===== config.mk =====
export PLATFORM = sky130hd
export DESIGN_NAME = pio_in_debounced
export DESIGN_NICKNAME = d
export VERILOG_FILES = /design/src/rtl/pio_in_debounced.sv
export SDC_FILE = /design/constraint.sdc
export NUM_CORES = 1
export LEC_CHECK = 0
export BUFFER_PORTS_ARGS = -buffer_cell sky130_fd_sc_hd__buf_2
export CAP_MARGIN = 10
export CORE_MARGIN = 5
export CORE_UTILIZATION = 61
export DETAILED_ROUTE_END_ITERATION = 8
export PLACE_DENSITY = 0.87
export SYNTH_ARGS = -nofsm -noshare
export SYNTH_HDL_FRONTEND = slang
export SYNTH_SLANG_ARGS = --single-unit

===== constraint.sdc =====
create_clock -name clk -period 22.4 [get_ports clk]
set_clock_uncertainty 0.15 [all_clocks]
set_input_delay 1.12 -clock clk [delete_from_list [all_inputs] [get_ports clk]]
set_output_delay 1.12 -clock clk [all_outputs]
set_load 0.02 [all_outputs]

===== src/rtl/pio_in_debounced.sv =====
// Avalon-MM parallel input port with per-bit synchroniser, debounce counter
// and programmable rising/falling edge capture driving a level interrupt.
module pio_in_debounced #(
    parameter int              WIDTH       = 18,
    parameter int              SYNC_STAGES = 2,
    parameter int              DB_W        = 16,
    parameter logic [DB_W-1:0] DB_RESET    = 16'd50000
) (
    input  logic             clk,
    input  logic             reset,
    input  logic [2:0]       address,
    input  logic             chipselect,
    input  logic             write_n,
    input  logic [31:0]      writedata,
    input  logic [WIDTH-1:0] in_port,
    output logic [31:0]      readdata,
    output logic             irq
);

    localparam logic [DB_W-1:0] CNT_ZERO    = {DB_W{1'b0}};
    localparam logic [DB_W-1:0] CNT_ONE     = {{(DB_W-1){1'b0}}, 1'b1};
    localparam logic [DB_W:0]   CNT_ONE_EXT = {{DB_W{1'b0}}, 1'b1};
    localparam logic [WIDTH-1:0] BITS_ZERO  = {WIDTH{1'b0}};
    localparam logic [WIDTH-1:0] BITS_ONES  = {WIDTH{1'b1}};

    logic [WIDTH-1:0] sync_r [SYNC_STAGES];
    logic [WIDTH-1:0] sync_s;
    logic [WIDTH-1:0] db_r;
    logic [WIDTH-1:0] db_next_s;
    logic [WIDTH-1:0] upd_s;
    logic [WIDTH-1:0] set_s;
    logic [WIDTH-1:0] clr_s;
    logic [WIDTH-1:0] capture_r;
    logic [WIDTH-1:0] capture_next_s;
    logic [WIDTH-1:0] mask_r;
    logic [WIDTH-1:0] rise_en_r;
    logic [WIDTH-1:0] fall_en_r;
    logic [DB_W-1:0]  cnt_r      [WIDTH];
    logic [DB_W-1:0]  cnt_next_s [WIDTH];
    logic [DB_W-1:0]  thresh_r;
    logic [31:0]      rd_mux_s;
    logic [31:0]      readdata_r;
    logic             wr_s;
    logic             unused_wdata_s;

    assign wr_s           = chipselect & ~write_n;
    assign sync_s         = sync_r[SYNC_STAGES-1];
    assign unused_wdata_s = ^writedata;

    // Synchroniser chain for the asynchronous pins
    always_ff @(posedge clk or posedge reset) begin
        if (reset) begin
            for (int k = 0; k < SYNC_STAGES; k++) begin
                sync_r[k] <= BITS_ZERO;
            end
        end else begin
            sync_r[0] <= in_port;
            for (int k = 1; k < SYNC_STAGES; k++) begin
                sync_r[k] <= sync_r[k-1];
            end
        end
    end

    // Debounce next state, edge detection and W1C/set merge (set has priority)
    always_comb begin
        db_next_s = db_r;
        upd_s     = BITS_ZERO;
        for (int i = 0; i < WIDTH; i++) begin
            cnt_next_s[i] = CNT_ZERO;
            if (sync_s[i] == db_r[i]) begin
                cnt_next_s[i] = CNT_ZERO;
            end else if ((thresh_r == CNT_ZERO) ||
                         (({1'b0, cnt_r[i]} + CNT_ONE_EXT) >= {1'b0, thresh_r})) begin
                db_next_s[i] = sync_s[i];
                upd_s[i]     = 1'b1;
            end else begin
                cnt_next_s[i] = cnt_r[i] + CNT_ONE;
            end
        end
        if (wr_s && (address == 3'd3)) begin
            clr_s = writedata[WIDTH-1:0];
        end else begin
            clr_s = BITS_ZERO;
        end
        set_s          = upd_s & ((sync_s & rise_en_r) | (~sync_s & fall_en_r));
        capture_next_s = (capture_r & ~clr_s) | set_s;
    end

    // Debounce state, capture and software-writable registers
    always_ff @(posedge clk or posedge reset) begin
        if (reset) begin
            db_r      <= BITS_ZERO;
            capture_r <= BITS_ZERO;
            mask_r    <= BITS_ZERO;
            rise_en_r <= BITS_ZERO;
            fall_en_r <= BITS_ONES;
            thresh_r  <= DB_RESET;
            for (int i = 0; i < WIDTH; i++) begin
                cnt_r[i] <= CNT_ZERO;
            end
        end else begin
            db_r      <= db_next_s;
            capture_r <= capture_next_s;
            for (int i = 0; i < WIDTH; i++) begin
                cnt_r[i] <= cnt_next_s[i];
            end
            if (wr_s) begin
                case (address)
                    3'd2:    mask_r    <= writedata[WIDTH-1:0];
                    3'd4:    rise_en_r <= writedata[WIDTH-1:0];
                    3'd5:    fall_en_r <= writedata[WIDTH-1:0];
                    3'd6:    thresh_r  <= writedata[DB_W-1:0];
                    default: ;
                endcase
            end
        end
    end

    // Read multiplexer, zero-extended to the bus width
    always_comb begin
        rd_mux_s = 32'd0;
        case (address)
            3'd0:    rd_mux_s[WIDTH-1:0] = db_r;
            3'd1:    rd_mux_s[WIDTH-1:0] = sync_s;
            3'd2:    rd_mux_s[WIDTH-1:0] = mask_r;
            3'd3:    rd_mux_s[WIDTH-1:0] = capture_r;
            3'd4:    rd_mux_s[WIDTH-1:0] = rise_en_r;
            3'd5:    rd_mux_s[WIDTH-1:0] = fall_en_r;
            3'd6:    rd_mux_s[DB_W-1:0]  = thresh_r;
            default: rd_mux_s = 32'd0;
        endcase
    end

    // Registered read data, one cycle behind the address phase
    always_ff @(posedge clk or posedge reset) begin
        if (reset) begin
            readdata_r <= 32'd0;
        end else begin
            readdata_r <= rd_mux_s;
        end
    end

    assign readdata = readdata_r;
    assign irq      = |(capture_r & mask_r);

endmodule

## Word-level counts from Yosys, hierarchy flattened

Cells that the tools add are included.

| word-level totals | value |
|---|---|
| flip-flop bits (word level) | 448 |
| memory bits (writable) | 0 |
| logic and storage cells | 270 |
| memories kept | 0 |
| bits in read-only memories | 0 |
| latch bits | 0 |

| cells by class | value |
|---|---|
| shifts and indexed selects | 0 |
| add/sub/neg operators | 36 |
| divide/modulo/power cells | 0 |
| multiplexer cells | 75 |
| reduce and logical (&&, ||, !) cells | 44 |
| $mul | 0 |
| $lt $le $gt $ge | 18 |
| eq/ne operators | 24 |
| bitwise gates (word level) | 29 |

Operators with widths:

| operator | count |
|---|---|
| $mux 16 | 36 |
| $add 16x1->17 const B | 18 |
| $ge 17x16->1 | 18 |
| $add 16x1->16 const B | 18 |
| $pmux 16 s7 | 1 |
| $and 18x18->18 | 5 |
| $reduce_and 2->1 | 22 |
| $mux 1 | 36 |
| $not 18->18 | 2 |
| $or 18x18->18 | 2 |
| $not 1->1 | 19 |
| $eq 1x1->1 | 18 |
| $logic_or 1x1->1 | 18 |
| $mux 18 | 1 |
| $reduce_or 18->1 | 1 |
| $logic_not 16->1 | 1 |
| $pmux 2 s6 | 1 |
| $eq 3x3->1 const B | 3 |
| $eq 3x2->1 const B | 2 |
| $eq 3x1->1 const B | 1 |
| $logic_not 3->1 | 1 |
| $and 1x1->1 | 1 |
| $logic_and 1x1->1 | 1 |

## Depth between registers and ports, before layout

Gate-level depths: netlist (run 1).

| depth | value |
|---|---|
| word-level depth | 7 |
| mapped depth | 14 |
| depth with buffers taken out | 13 |

## Least setup slack after synthesis (run 1)

OpenSTA, ideal clock, no wires.

| timing | value |
|---|---|
| kind | register -> register |
| start | register cnt_r[226] in the netlist's numbering |
| end | register cnt_r[230] in the netlist's numbering |
| required time | 22177 ps |
| clock period less this slack | 3273 ps |
| buffers on the path | 1 |
| path slack | 19127 ps |
| arrival | 3050 ps |
| library setup time | 73 ps |
| stages on the path, launching flop included | 14 |
| path through | dfrtp_1 > and4_1 > and3_1 > nand4_1 > nor2_1 > xor2_1 > ha_1 > and4_1 > and4_4 > a311oi_2 > o21ai_1 > or4b_4 > buf_6 > nor2b_1 |

RTL lines:

| element | RTL line | source |
|---|---|---|
| from (decl) | 38 | `logic [DB_W-1:0] cnt_r [WIDTH];` |
| from (signal, indexed assignment) | 105 | `cnt_r[i] <= cnt_next_s[i];` |

==> results of run 1 <==
[logic make-up after synthesis]
logic type | after synthesis | share of synthesized area
muxes | 101 | 0.0423
xor gates and xnor gates | 268 | 0.0863
adders and majority gates | 306 | 0.141
AOI/OAI and AO/OA | 346 | 0.0829
buffers and inverters | 125 | 0.0212
other | 1 | 0.000138
DFF | 448 | 0.413
and+or+nand+nor | 1069 | 0.213
[state kept, by name (all words and copies together), names as in the netlist]
signal     cells
rise_en_r     18
fall_en_r     18
cnt_r        288
sync_s        18
mask_r        18
capture_r     18
sync_r        18
db_r          18
readdata      18
thresh_r      16
[worst max path at each step]
stage / start / end
final: thresh_r[6] / cnt_r[39]
after global routing: cnt_r[16] / cnt_r[19]
after CTS: cnt_r[16] / cnt_r[21]
after detailed placement: address[1] / mask_r[12]
after global placement: address[1] / mask_r[16]
after floorplan: reset / capture_r[0]
[metal layers]
| metal | track usage | vias up | wire length, um |
|---|---|---|---|
| met5 | 0 | - | 50 |
| met1 | 0.353 | 10500 | 27800 |
| met4 | 0.152 | 8 | 4400 |
| met3 | 0.0775 | 326 | 6150 |
| met2 | 0.466 | 979 | 33400 |
| li1 | - | 9715 | - |
[cells in the final DEF (no fill, tap or decap), types with 23 or more instances in the layout]
cell type    n
nand3b_1    26
and3_1      45
xnor2_1    173
ha_1       306
nor2_1     152
nand4_1    107
dfstp_2     24
nor3_1      39
mux2_2      82
xor2_1      95
dfrtp_1    424
and4_1      29
nor2b_1    256
o21ai_0     89
buf_2       61
nand3_1    132
a21oi_1     95
a211oi_1    23
nand2_1    199
inv_1       58
clkbuf_16   51
[layout make-up]
cell class                      count  area [um^2]  area share
Tap cell                          592          741      0.0247
Antenna cell                        5         12.5    0.000418
Sequential cell                   448        11200       0.376
Clock inverter                     22          310      0.0104
Timing Repair Buffer               83          483      0.0161
Multi-Input combinational cell   2104        15400       0.516
Clock buffer                       70         1460      0.0487
Inverter                           63          244     0.00815
[metrics by stage]
step | std cells | utilization | hold slack, ns
6_report | 3387 | 0.678 | 0.197
5_1_grt | 3384 | 0.678 | 0.201
4_1_cts | 3382 | 0.678 | 0.198
3_5_place_dp | 3290 | 0.638 | 0.185
3_3_place_gp | 3290 | 0.638 | 0.182
2_1_floorplan | 2677 | - | 0.181
[report_power, final]
| part | switching [uW] | internal [uW] | total, uW |
|---|---|---|---|
| combinational | 290 | 150 | 440 |
| clock | 347 | 535 | 882 |
| sequential | 54.5 | 868 | 922 |
| total | 692 | 1550 | 2240 |
[critical path, delay by kind of cell (launching register included)]
kind                     cells  cell delay (ns)
flip-flops                   1             0.58
adder cells (fa/ha/maj)      1             0.39
buffers and inverters        2             0.87
AO/OA/AOI/OAI                2             0.76
AND/OR/NAND/NOR              3             1.12
==> run metrics, run 1 <==
WHS Endpoint sync_s[16]; layout cells sized above 1 0.111; Pwr Density 75.0 nW/um^2; largest net degree at the start of global routing 192; unrepaired setup endpoints after global routing no; final period utilization 0.178; CTS tree built; Longest Clk Path Bufs 3; Peak VDD IR 0.0739 mV; root buffer cell clkbuf_16; CTS clock-pin slew for the worst setup and hold paths 0.06 ns; First DRT Iteration DRCs 2125; H-tree depth 2; drt pass-1 iters 6; input/output buffers 61; Critical Path Sink Type flop; setup TNS 0 ns; Max Clk Rate 250 MHz; post-synth cell types 79; crit path cell chain clkinv_1 > buf_4 > ha_1 > a211oi_1 > nor2_1 > o31ai_1 > nand4b_1 > nor2b_1; flops & latches, synth 448; dpl ws 18.19 ns; crit path DAT 4.35 ns; Final Hold Vio Count 0; DR vias/cell 6.35; r2r setup slk 18.41 ns; vias in the first global route 22.3k; status complete, no violations; worst min path class flop to flop; Netlist Area Pre-Place 27200 um^2; Placed Area 28100 um^2; max incr delay on CP 0.71 ns; via count 21.5k; GRT overflow 0; CP max FO 16; final critical-path required period 3.99 ns; post-route cell area 29900 um^2; MaxCap Viol Count 0; most frequent cells after synthesis 424 x dfrtp_1, 306 x ha_1, 256 x nor2b_1; ys flop type dfrtp_1; Initial Util 0.617; Max Slew Vio Count 0; Post-synth EDFFs 0; worst skew pair latency 0.61 ns; Setup violations, final 0; total length of routed wires 71800 um; Top-Level Pins 90; critical-path cell with the highest stage delay nand4b_1; Hold Path Stages 0; setup ws final 18.41 ns; Max transition margin 0.239; DIE WIDTH 221 um; Layout area overhead 10.0%; most frequent cell after synthesis dfrtp_1; Worst Tran Pin Value 1.14 ns; core area 44100 um^2; Post-Syn Instances 2664; Final #Nets 3112; Tot Pwr 2240 uW; drt wl/cell 21.2 um; syn avg cell area 10.2 um^2; PostCTS Resize Cnt 0; r2r startpoint thresh_r[6]; num rows 77; height of the chip 221 um; CTS sink count 448; initial antenna violation count 8; sequential area share after synthesis 0.413; Yosys Warn Count 0; worst r2r dst cnt_r[39]; dominant cell type by area after synthesis dfrtp_1; Die ar. 48900 um^2; Inserted Clock Buffers 49; top-area cell type share of the netlist area 0.390; largest cells by area after synthesis dfrtp_1 39%, ha_1 14%, nor2b_1 5.9%, xnor2_1 5.6%, mux2_2 3.4%; GRT Overall Usage 0.287; Startpoint Class flop; post-route ant nets 0; hold_buf cts 0; first-pass GRT wire length 115000 um; fill count 3119; kind of critical path flop to flop; Worst Reg-to-Reg Cells 8; fraction of registers with async set/reset 1.00; leak pwr 0.0143 uW; worst hold start sync_r[34]; CP required 22.76 ns; DRC violations left 0; RD Place Congestion 0.923; DP HPWL 48200 um; Post-CTS Repair Setup Buffers 0
No activity file was read; power rests on OpenSTA's default activity.
==> run 2: changes to the inputs <==
--- a/config.mk
+++ b/config.mk
@@ -8,9 +8,9 @@
 export BUFFER_PORTS_ARGS = -buffer_cell sky130_fd_sc_hd__buf_2
 export CAP_MARGIN = 10
 export CORE_MARGIN = 5
-export CORE_UTILIZATION = 61
+export CORE_UTILIZATION = 57
 export DETAILED_ROUTE_END_ITERATION = 8
-export PLACE_DENSITY = 0.87
+export PLACE_DENSITY = 0.86
 export SYNTH_ARGS = -nofsm -noshare
 export SYNTH_HDL_FRONTEND = slang
 export SYNTH_SLANG_ARGS = --single-unit
==> constraint.sdc (replaced) <==
create_clock -name clk -period 3.3 [get_ports clk]
set_clock_uncertainty 0.15 [all_clocks]
set_input_delay 0.165 -clock clk [delete_from_list [all_inputs] [get_ports clk]]
set_output_delay 0.165 -clock clk [all_outputs]
set_load 0.02 [all_outputs]
==> run metrics, run 2 (same netlist as run 1, synthesis figures left out) <==
drt wl/cell 21.9 um; setup TNS -1.08 ns; final period utilization 1.03; First DRT Iteration DRCs 2108; Max Slew Vio Count 0; Worst Tran Pin Value 1.06 ns; vias in the first global route 23.4k; r2r setup slk -0.11 ns; worst hold start in_port[0]; Reg with most FFs cnt_r; kind of critical path flop to flop; worst r2r dst cnt_r[189]; Initial Util 0.573; Peak VDD IR 0.446 mV; worst min path class input pin to flop; DP HPWL 52300 um; Setup violations, final 23; DRC violations left 0; H-tree depth 2; Critical Path Sink Type flop; crit path DAT 3.77 ns; height of the chip 228 um; Top-Level Pins 90; Final #Nets 3286; initial antenna violation count 4; number of flip-flops in the largest register 288; Min Hold Slack 0.0330 ns; largest net degree at the start of global routing 93; total length of routed wires 78500 um; Worst Reg-to-Reg Cells 13; first-pass GRT wire length 121000 um; Pwr Density 480 nW/um^2; layout cells sized above 1 0.183; Inserted Clock Buffers 48; drt pass-1 iters 6; CTS clock-pin slew for the worst setup and hold paths 0.06 ns; r2r startpoint cnt_r[179]; Max Clk Rate 293 MHz; DIE WIDTH 228 um; status complete, but fails checks; most frequent cells in the layout 416 x dfrtp_1, 300 x ha_1, 243 x nor2b_1, 198 x nand2_1, 162 x xnor2_1; worst skew pair latency 0.61 ns; GRT Overall Usage 0.284; Max transition margin 0.293; most common cell after layout, fill and taps aside dfrtp_1; Longest Clk Path Bufs 3; Final Hold Vio Count 0; root buffer cell clkbuf_16; WHS Endpoint sync_r[18]; Die ar. 52200 um^2; CTS sink count 448; input/output buffers 61; via count 22.7k; core area 47400 um^2; DR vias/cell 6.34; unrepaired setup endpoints after global routing yes; setup ws final -0.112 ns; Hold Path Stages 2; MaxCap Viol Count 0; Startpoint Class flop; Tot Pwr 15300 uW; leak pwr 0.0153 uW; final critical-path required period 3.41 ns; GRT overflow 0; num rows 80; CTS tree built; post-route ant nets 0; RD Place Congestion 0.948; failing checks setup timing; CP max FO 8; Layout area overhead 17.4%; CP required 3.66 ns
[run 2: cell count changes in the layout (fill, tap and decap cells not counted), moves of 10 or more]
cell | previous run | this run
buf_12 | 1 | 13
buf_4 | 21 | 140
dlygate4sd3_1 | 0 | 37
nor2_1 | 152 | 140
nor2b_1 | 256 | 243
nor2b_2 | 8 | 18
nor3_1 | 39 | 29
xnor2_1 | 173 | 162
xnor2_2 | 0 | 10
[run 2: final cells by class]
cell class	instances	area, um^2
Multi-Input combinational cell	2109	16000
Fill cell	3262	15500
Sequential cell	448	11300
Timing Repair Buffer	253	2010
Clock buffer	68	1370
Tap cell	615	769
Clock inverter	21	256
Inverter	63	240
Antenna cell	3	7.51
[run 2: critical path, stage by stage (launching register included)]
cell       delay [ns]
dfrtp_1          0.38
nand4_1          0.21
nor2_2           0.19
buf_4            0.13
nand2_1          0.05
xnor2_1          0.27
ha_1             0.32
nand4_1          0.18
nor3_1           0.12
a2111oi_1        0.55
o2111ai_1        0.20
nand2b_4         0.20
buf_2            0.21
nor2b_1          0.17
[run 2: per-stage QoR]
step	worst slack, ns	cell area, um^2	utilization	cells
after CTS	0.00465	31100	0.656	3535
after global placement	-0.0324	29000	0.612	3407
after detailed placement	-0.170	29000	0.612	3407
final	-0.112	31900	0.673	3580
after floorplan	-3.05	27300	-	2677
after global routing	-0.208	31900	0.673	3580
[run 2: worst max path at each step]
stage	start	end	slack, ns	cells after the start
6_report	cnt_r[179]	cnt_r[189]	-0.11	13
5_1_grt	cnt_r[179]	cnt_r[189]	-0.21	13
4_1_cts	cnt_r[50]	cnt_r[56]	0.005	12
3_5_place_dp	cnt_r[227]	cnt_r[239]	-0.17	12
3_3_place_gp	cnt_r[227]	cnt_r[235]	-0.03	12
2_1_floorplan	reset	capture_r[0]	-3.05	1
[run 2: power breakdown]
part           switching [uW]  total [uW]  internal (uW)
clock                    2330        5620           3280
combinational            2190        3470           1280
sequential                342        6230           5890
total                    4860       15300          10500
[run 2: routing by layer]
metal	GRT usage	part of all wire
met1	0.348	0.37
met2	0.469	0.47
met3	0.0532	0.091
met4	0.171	0.070
met5	0	0.00017
[run 2: what timing repair did]
action / 4_1_cts / 5_1_grt
resized for setup: 17 / 115
pin swaps: 11 / 65
setup buffers: 1 / 38
hold buffers: 37 / 0
endpoints found under the setup margin: 108 / 259
hold endpoints to repair: 125 / 0
gates cloned: 1 / 5
